`config.mk`:
```
export PLATFORM = sky130hd
export DESIGN_NAME = bus_ic
export DESIGN_NICKNAME = d
export VERILOG_FILES = /design/src/rtl/bus_ic.sv
export SDC_FILE = /design/constraint.sdc
export NUM_CORES = 1
export LEC_CHECK = 0
export ABC_CLOCK_PERIOD_IN_PS = 2400
export BUFFER_PORTS_ARGS = -buffer_cell sky130_fd_sc_hd__buf_2
export CAP_MARGIN = 20
export CORE_AREA = 5 5 134 136
export CTS_CLUSTER_DIAMETER = 150
export DETAILED_ROUTE_END_ITERATION = 8
export DIE_AREA = 0 0 139 141
export PLACE_DENSITY = 0.65
export REMOVE_ABC_BUFFERS = 1
export SLEW_MARGIN = 20
export SYNTH_ARGS = -nofsm -noshare
export SYNTH_HDL_FRONTEND = slang
export SYNTH_SLANG_ARGS = --single-unit
```
`constraint.sdc`:
```
create_clock -name bclk -period 2.4 [get_ports bclk]
set_input_delay 0.12 -clock bclk [delete_from_list [all_inputs] [get_ports bclk]]
set_output_delay 0.12 -clock bclk [all_outputs]
set_load 0.02 [all_outputs]
```
`src/rtl/bus_ic.sv`:
```
// bus_ic: shared-bus interconnect between N_M masters and N_S slaves.
// Round-robin grant, mask/base decode to a one-hot slave select, registered
// request phase and combinational response phase. Decode errors are answered
// locally. Define BUS_IC_TIMEOUT_EN to add a response timeout on BUSY.
module bus_ic #(
  parameter int N_M = 2,
  parameter int N_S = 3,
  parameter logic [32*N_S-1:0] S_BASE = {32'h2000_0000, 32'h1000_0000, 32'h0000_0000},
  parameter logic [32*N_S-1:0] S_MASK = {3{32'hF000_0000}},
  parameter int TIMEOUT = 255
) (
  input  logic               bclk,
  input  logic               brst_n,
  input  logic [N_M-1:0]     m_breq,
  output logic [N_M-1:0]     m_bgnt,
  input  logic [N_M-1:0]     m_bstart,
  input  logic [N_M-1:0]     m_bwrite,
  input  logic [32*N_M-1:0]  m_addr,
  input  logic [32*N_M-1:0]  m_wdata,
  input  logic [2*N_M-1:0]   m_tsize,
  output logic [31:0]        m_rdata,
  output logic [N_M-1:0]     m_bdone,
  output logic [N_M-1:0]     m_berror,
  output logic [N_S-1:0]     s_ss,
  output logic               s_bstart,
  output logic               s_bwrite,
  output logic [31:0]        s_addr,
  output logic [31:0]        s_wdata,
  output logic [1:0]         s_tsize,
  input  logic [32*N_S-1:0]  s_rdata,
  input  logic [N_S-1:0]     s_bdone,
  input  logic [N_S-1:0]     s_berror
);

  localparam int MW = (N_M > 1) ? $clog2(N_M) : 1;
  localparam int SW = (N_S > 1) ? $clog2(N_S) : 1;
  localparam logic [MW-1:0] LAST_RST = MW'(N_M - 1);

  if (N_M < 1 || N_S < 1 || TIMEOUT < 8 || TIMEOUT > 65535) begin : g_param_chk
    $error("bus_ic: parameter out of range");
  end

  typedef enum logic [1:0] {IDLE, OWNED, BUSY} state_t;

  state_t          r_state;
  logic [MW-1:0]   r_owner;
  logic [MW-1:0]   r_last;
  logic [SW-1:0]   r_k;
  logic [N_M-1:0]  r_bgnt;
  logic [N_S-1:0]  r_ss;
  logic            r_sbstart;
  logic            r_bwrite;
  logic            r_derr;
  logic [31:0]     r_addr;
  logic [31:0]     r_wdata;
  logic [1:0]      r_tsize;

  logic            w_own_req, w_own_start, w_own_write;
  logic [31:0]     w_own_addr, w_own_wdata;
  logic [1:0]      w_own_tsize;
  logic            w_any;
  logic [MW-1:0]   w_win;
  int              w_best;
  logic            w_hit;
  logic [SW-1:0]   w_hit_k;
  logic            w_sdone, w_serr;
  logic [31:0]     w_srdata;
  logic            w_tmo;
  logic            w_busy_end;

  // Current owner's request signals, picked out of the packed master buses
  always_comb begin
    w_own_req   = 1'b0;
    w_own_start = 1'b0;
    w_own_write = 1'b0;
    w_own_addr  = '0;
    w_own_wdata = '0;
    w_own_tsize = '0;
    for (int i = 0; i < N_M; i++) begin
      if (r_owner == MW'(i)) begin
        w_own_req   = m_breq[i];
        w_own_start = m_bstart[i];
        w_own_write = m_bwrite[i];
        w_own_addr  = m_addr[i*32 +: 32];
        w_own_wdata = m_wdata[i*32 +: 32];
        w_own_tsize = m_tsize[i*2 +: 2];
      end
    end
  end

  // Round-robin pick: requester with the smallest distance past r_last wins
  always_comb begin
    w_any  = |m_breq;
    w_win  = r_last;
    w_best = N_M;
    for (int i = 0; i < N_M; i++) begin
      if (m_breq[i] && (((i + N_M - int'(r_last) - 1) % N_M) < w_best)) begin
        w_best = (i + N_M - int'(r_last) - 1) % N_M;
        w_win  = MW'(i);
      end
    end
  end

  // Address decode of the owner's address; scanning downward lets slave 0 win overlaps
  always_comb begin
    w_hit   = 1'b0;
    w_hit_k = '0;
    for (int k = N_S - 1; k >= 0; k--) begin
      if ((w_own_addr & S_MASK[k*32 +: 32]) == S_BASE[k*32 +: 32]) begin
        w_hit   = 1'b1;
        w_hit_k = SW'(k);
      end
    end
  end

  // Response of the latched slave
  always_comb begin
    w_sdone  = 1'b0;
    w_serr   = 1'b0;
    w_srdata = '0;
    for (int k = 0; k < N_S; k++) begin
      if (r_k == SW'(k)) begin
        w_sdone  = s_bdone[k];
        w_serr   = s_berror[k];
        w_srdata = s_rdata[k*32 +: 32];
      end
    end
  end

`ifdef BUS_IC_TIMEOUT_EN
  logic [15:0] r_cnt;
  // A genuine s_bdone in the same cycle takes precedence over the timeout
  assign w_tmo = (r_state == BUSY) && !w_sdone && (r_cnt == 16'(TIMEOUT));
`else
  assign w_tmo = 1'b0;
`endif

  assign w_busy_end = (r_state == BUSY) && (w_sdone || w_tmo);

  // Completion is steered to the owner in the same cycle as the slave response
  always_comb begin
    m_bdone  = '0;
    m_berror = '0;
    for (int i = 0; i < N_M; i++) begin
      if (r_owner == MW'(i)) begin
        m_bdone[i]  = r_derr | w_busy_end;
        m_berror[i] = r_derr | w_tmo | ((r_state == BUSY) && w_sdone && w_serr);
      end
    end
  end

  assign m_rdata  = (r_state == BUSY) ? w_srdata : '0;
  assign m_bgnt   = r_bgnt;
  assign s_ss     = r_ss;
  assign s_bstart = r_sbstart;
  assign s_bwrite = r_bwrite;
  assign s_addr   = r_addr;
  assign s_wdata  = r_wdata;
  assign s_tsize  = r_tsize;

  // Arbitration / transfer FSM with registered grant and request-phase outputs
  always_ff @(posedge bclk or negedge brst_n) begin
    if (!brst_n) begin
      r_state   <= IDLE;
      r_owner   <= '0;
      r_last    <= LAST_RST;
      r_k       <= '0;
      r_bgnt    <= '0;
      r_ss      <= '0;
      r_sbstart <= 1'b0;
      r_bwrite  <= 1'b0;
      r_derr    <= 1'b0;
      r_addr    <= '0;
      r_wdata   <= '0;
      r_tsize   <= '0;
`ifdef BUS_IC_TIMEOUT_EN
      r_cnt     <= '0;
`endif
    end else begin
      r_sbstart <= 1'b0;
      r_derr    <= 1'b0;
      case (r_state)
        IDLE: begin
          if (w_any) begin
            r_owner <= w_win;
            r_bgnt  <= N_M'(1) << w_win;
            r_state <= OWNED;
          end
        end
        OWNED: begin
          if (!w_own_req) begin
            r_bgnt  <= '0;
            r_last  <= r_owner;
            r_state <= IDLE;
          end else if (w_own_start) begin
            if (w_hit) begin
              r_k       <= w_hit_k;
              r_ss      <= N_S'(1) << w_hit_k;
              r_sbstart <= 1'b1;
              r_bwrite  <= w_own_write;
              r_addr    <= w_own_addr;
              r_wdata   <= w_own_wdata;
              r_tsize   <= w_own_tsize;
              r_state   <= BUSY;
`ifdef BUS_IC_TIMEOUT_EN
              r_cnt     <= '0;
`endif
            end else begin
              r_derr <= 1'b1;
            end
          end
        end
        BUSY: begin
          if (w_busy_end) begin
            r_ss    <= '0;
            r_state <= OWNED;
          end
`ifdef BUS_IC_TIMEOUT_EN
          else begin
            r_cnt <= r_cnt + 16'd1;
          end
`endif
        end
        default: r_state <= IDLE;
      endcase
    end
  end

endmodule

```
* Word-level counts from Yosys, hierarchy flattened
Index checks and enable logic that the tools add are counted.
** Operators by class
- $add $sub $neg :: 4
- $mul :: 0
- Divide/modulo/power cells :: 0
- Magnitude comparators :: 2
- Eq/ne operators :: 14
- Shift operators :: 2
- Muxes and demuxes :: 51
- Bitwise gates (word level) :: 5
- Reduce and logical (&&, ||, !) cells :: 16
** Operator list (number)
- 32-bit two-way mux :: 7
- 32-bit zero test :: 1
- 2-bit by 32-bit < comparator with 1-bit output :: 1
- 1-bit two-way mux :: 26
- 2-bit two-way mux :: 11
- 3-bit two-way mux :: 4
- 2-bit inequality test (second input constant) :: 6
- 4-bit AND reduction :: 2
- 3-bit by 2-bit subtractor with 4-bit output (second input constant) :: 2
- 3-bit inequality test (second input constant) :: 2
- 2-bit one-hot mux with 3 select lines :: 1
- 3-bit one-hot mux with 2 select lines :: 1
- 2-bit by 1-bit subtractor with 3-bit output (first input constant) :: 2
- 5-bit AND reduction :: 1
- 2-bit by 1-bit == test with 1-bit output (second input constant) :: 2
- 2-bit == test (second input constant) :: 2
- 4-bit by 1-bit == test with 1-bit output (second input constant) :: 1
- 4-bit by 2-bit == test with 1-bit output (second input constant) :: 1
- 1-bit logical AND :: 4
- 2-bit zero test :: 2
- 2-bit one-hot mux with 2 select lines :: 1
- 2-bit AND reduction :: 2
- 2-bit nonzero test :: 2
- 2-bit by 3-bit < comparator with 1-bit output (second input constant) :: 1
- 7 further kinds :: 9
** Word-level totals
- Register bits after elaboration :: 80
- Latch bits :: 0
- RAM bits :: 0
- ROM bits :: 0
- Input bits :: 242
- Output and inout port bits :: 109
- Logic and storage cells :: 106
- Memories :: 0

* Longest topological paths before layout
- Word-level depth :: 12
- Gate-level depth with buffers :: 7

* Worst setup path after synthesis
No wires, ideal clock.
- Path type :: reg-to-reg
- From :: reg r_owner
- To :: reg r_k[0]
- Arrival :: 1.743 ns
- Required time :: 2.273 ns
- Setup slack :: 0.530 ns
- Cell stages (with the launch flop) :: 8
- Clock period less this slack :: 1.870 ns
- Path through :: dfrtp_1 > buf_4 > mux2i_2 > o22ai_2 > or2_1 > buf_4 > inv_2 > mux2_1
** On the way
- Cells in the longest elaborated chain, start to end :: 6
** RTL lines
- start, declared :: RTL line 46 : logic [MW-1:0] r_owner;
- start signal, assigned :: RTL line 185 : r_owner <= w_win;
- 32-bit two-way mux :: RTL line 80 : if (r_owner == MW'(i)) begin
- 4-bit by 2-bit == test with 1-bit output :: RTL line 109 : if ((w_own_addr & S_MASK[k*32 +: 32]) == S_BASE[k*32 +: 32]) begin
- 1-bit two-way mux (3 in a row) :: RTL line 109
- 4-bit AND reduction (no line)
- end signal, assigned :: RTL line 197 : r_k <= w_hit_k;
- end, declared :: RTL line 48 : logic [SW-1:0] r_k;
Several ways; a longest one is shown, not always the timed one.
A chain may end at the register's enable or synchronous reset.

* Final worst setup path
- From :: reg r_owner
- To :: reg r_wdata[18] (netlist: s_wdata[18])
** On the way
- Cells in the longest elaborated chain, start to end :: 6
** RTL lines
- 32-bit two-way mux :: RTL line 80
- 4-bit by 2-bit == test with 1-bit output :: RTL line 109
- 1-bit two-way mux (3 in a row) :: RTL line 109
- 4-bit AND reduction (no line)
- end signal, assigned :: RTL line 202 : r_wdata <= w_own_wdata;
- end, declared :: RTL line 55 : logic [31:0] r_wdata;
Several ways; a longest one is shown, not always the timed one.

==> run_results.csv <==
group,metric,value,unit
timing,tightestPinTransition,0.927,ns
cts,cts_max_level,3,
worst_setup_path,cp_max_fo,32,
drt,dr_total_vias,5013,
power_and_ir_drop,ir_drop,0.000401,V
timing,rsz0062_at_grt,"false",
place,gp_congestion,0.892,
power_and_ir_drop,internal-power,4.22,mW
yosys,synth.cell_area,4640,sq um
run,cap_violations,0,
drt,wl_met1,7570,um
global_route,track_usage,16.9,%
yosys,async_flop_share,100,%
yosys,ys_ff_latch,80,
global_route,grt_pass1_vias,4838,
global_route,grt_max_degree,69,
timing,relSlewSlack,38.2,%
timing,fin_skew,0.00764,ns
timing,period_minus_slack,2.21,ns
floorplanning,core,16800,sq um
yosys,synth_edf_count,0,
timing,setup_viol,0,
global_route,grt_pass1_wl,26900,um
worst_setup_path,crit_arrival,2.45,ns
worst_setup_path,cp-end-kind,"flip-flop",
yosys,avgSynthCellArea,9.15,sq um
finish,area.growth.synth_to_final,49.5,%
min_path,min-delay-path-class,"input pin to flip-flop",
place,hpwl,13600,um
finish,diodes,0,
yosys,ys.flop_type,"dfrtp_1",
power_and_ir_drop,switching_share,42.5,%
timing,slew_viol_final,0,
power_and_ir_drop,clkPwrFrac,20.4,%
power_and_ir_drop,seq_power_share,29.9,%
drt,wl_met2,8630,um
drt,met3_length,1090,um
power_and_ir_drop,combPwrFrac,49.7,%
yosys,ys_top_cells_by_count,"100 x mux2i_1, 95 x o21ai_0, 79 x dfrtp_1",
drt,via_per_inst,4.69,
timing,min_period_over_period,91.9,%
floorplanning,die_width,139,um
floorplanning,die_h,141,um
timing,final_hold_viol_count,0,
yosys,synth_top_area_share,42.6,%
power_and_ir_drop,leakagePower,3.70,nW
place,io_buffers,350,
yosys,ys_top_cells_by_area,"dfrtp_1 43%, mux2i_1 22%, o21ai_0 10%",
yosys,yosysSeqAreaShare,43.2,%
timing,fmax,0.453,GHz
cts,cts-root-buf,"clkbuf_16",
cts,insertion_delay,0.33,ns
cts,clk_pin_slew,0.06,ns
worst_setup_path,required,2.64,ns
status,outcome,"completed",
yosys,synth_top_area_cell,"dfrtp_1",
drt,wire_per_inst,16.4,um
power_and_ir_drop,switchingPower,3.11,mW
drt,drc,0,
power_and_ir_drop,power_density,1060,nW/um^2
floorplanning,start_util,27.6,%
floorplanning,std_cell_rows,48,
cts,cts_buffers,9,
drt,topRoutingLayerUsed,"met4",
cts,clock-sinks,80,
yosys,yosys_warnings,0,
power_and_ir_drop,power,7.33,mW
floorplanning,ios,351,
drt,wl,17500,um
cts,tritoncts,"built",
drt,first_iter_violations,233,
finish,fillCellCount,1724,
yosys,netlist_instances,507,
drt,ant_nets,0,
timing,setup_tns,0,ns
drt,first_pass_iters,5,
finish,nets,1080,
finish,final_layout_size_suffix_gt1_share,46.7,%
worst_setup_path,path_class,"flip-flop to flip-flop",
yosys,synth_most_common_cell,"mux2i_1",
global_route,antenna_found_initial,0,
cts,clk_path_buf_depth,2,
cts,cts_setup_buffers,0,
worst_setup_path,start_kind,"flip-flop",
yosys,synth.distinct_cells,36,
floorplanning,die_area,19600,sq um
global_route,grt-ovfl-total,0,
-- power by group through the flow --
stage / Clock (mW) / Sequential [mW] / Combinational [mW]
6_report: 1.49 / 2.19 / 3.64
5_1_grt: 1.61 / 2.27 / 3.99
4_1_cts: 1.55 / 2.20 / 3.70
3_5_place_dp: 0 / 2.22 / 3.69
3_3_place_gp: 0 / 2.21 / 3.64
2_1_floorplan: 0 / 3.05 / 1.56
-- path summary, 6_finish.rpt --
kind	from	end	slack, ns	depth (start not counted)
max in group asynchronous	brst_n	s_addr[29]$_DFFE_PN0P_	1.48	3
hold / removal	m_addr[15]	s_addr[15]$_DFFE_PN0P_	0.06	3
setup / recovery	r_owner$_DFFE_PN0P_	s_wdata[18]$_DFFE_PN0P_	0.19	5
setup reg to reg	r_owner$_DFFE_PN0P_	s_wdata[18]$_DFFE_PN0P_	0.19	5
min in group asynchronous	brst_n	s_addr[9]$_DFFE_PN0P_	0.30	2
hold reg to reg	s_addr[31]$_DFFE_PN0P_	s_addr[31]$_DFFE_PN0P_	0.48	1
-- state kept, by name, indices dropped and copies added (netlist names), 2 cells and up --
signal / count
s_addr: 32
m_bgnt: 2
s_tsize: 2
r_state: 2
r_k: 2
s_wdata: 32
s_ss: 3
-- layout by cell type, fill, tap and decap left out, types with 3 or more instances in the layout --
cell,synthesis,final
a21oi_1,35,35
and2_1,3,3
buf_2,7,349
buf_4,3,14
clkbuf_16,0,9
dfrtp_1,79,77
inv_6,0,3
mux2i_1,100,100
nand2_1,5,5
nand2b_1,3,3
nor2_1,69,69
nor2b_1,4,3
o21ai_0,95,95
o21ai_1,39,39
-- kinds of logic after synthesis --
logic type | synth area share [%]
compound gates | 20.4
buf+inv | 5.04
flops | 43.2
mux | 22.4
simple gates | 8.98
-- through the flow --
step                      hold WS, ns  utilization (%)  setup WS, ns  cells  instance area [sq um]
after floorplan                -0.176                -         -3.13    461                   4420
after global placement          0.119             39.2         0.238   1051                   6590
after detailed placement        0.133             39.2         0.189   1051                   6590
after CTS                      0.0489             41.2         0.158   1068                   6930
after global routing           0.0708             41.2        0.0239   1068                   6930
final                          0.0611             41.2         0.195   1068                   6930
-- repair_timing --
item,in CTS,in global routing
setup endpoints to repair,0,1
hold buffers,1,0
gates resized for setup,0,1
hold endpoints to repair,35,0
-- metal layers --
metal | track usage, % | vias to the layer above
li1 | - | 2460
met4 | 3.45 | 0
met5 | 0 | -
met1 | 23.3 | 2364
met2 | 27.0 | 176
met3 | 4.21 | 13
-- critical path, stage by stage, from the launching register on --
cell and delay (ns):
dfrtp_4 0.58, mux2i_1 0.16, or3_4 0.40, or2_2 0.46, buf_4 0.31, o21ai_0 0.20
-- area by class of cell --
class | instances | area, sq um | share of cell area [%]
flip-flops and latches | 80 | 2010 | 29.0
multi-input cells | 378 | 2410 | 34.8
repair buffers | 366 | 1890 | 27.3
well taps | 225 | 282 | 4.06
clock inverters | 7 | 103 | 1.48
clock buffers | 9 | 225 | 3.25
inverters | 3 | 11.3 | 0.162
No activity file was read; power rests on OpenSTA's default activity.
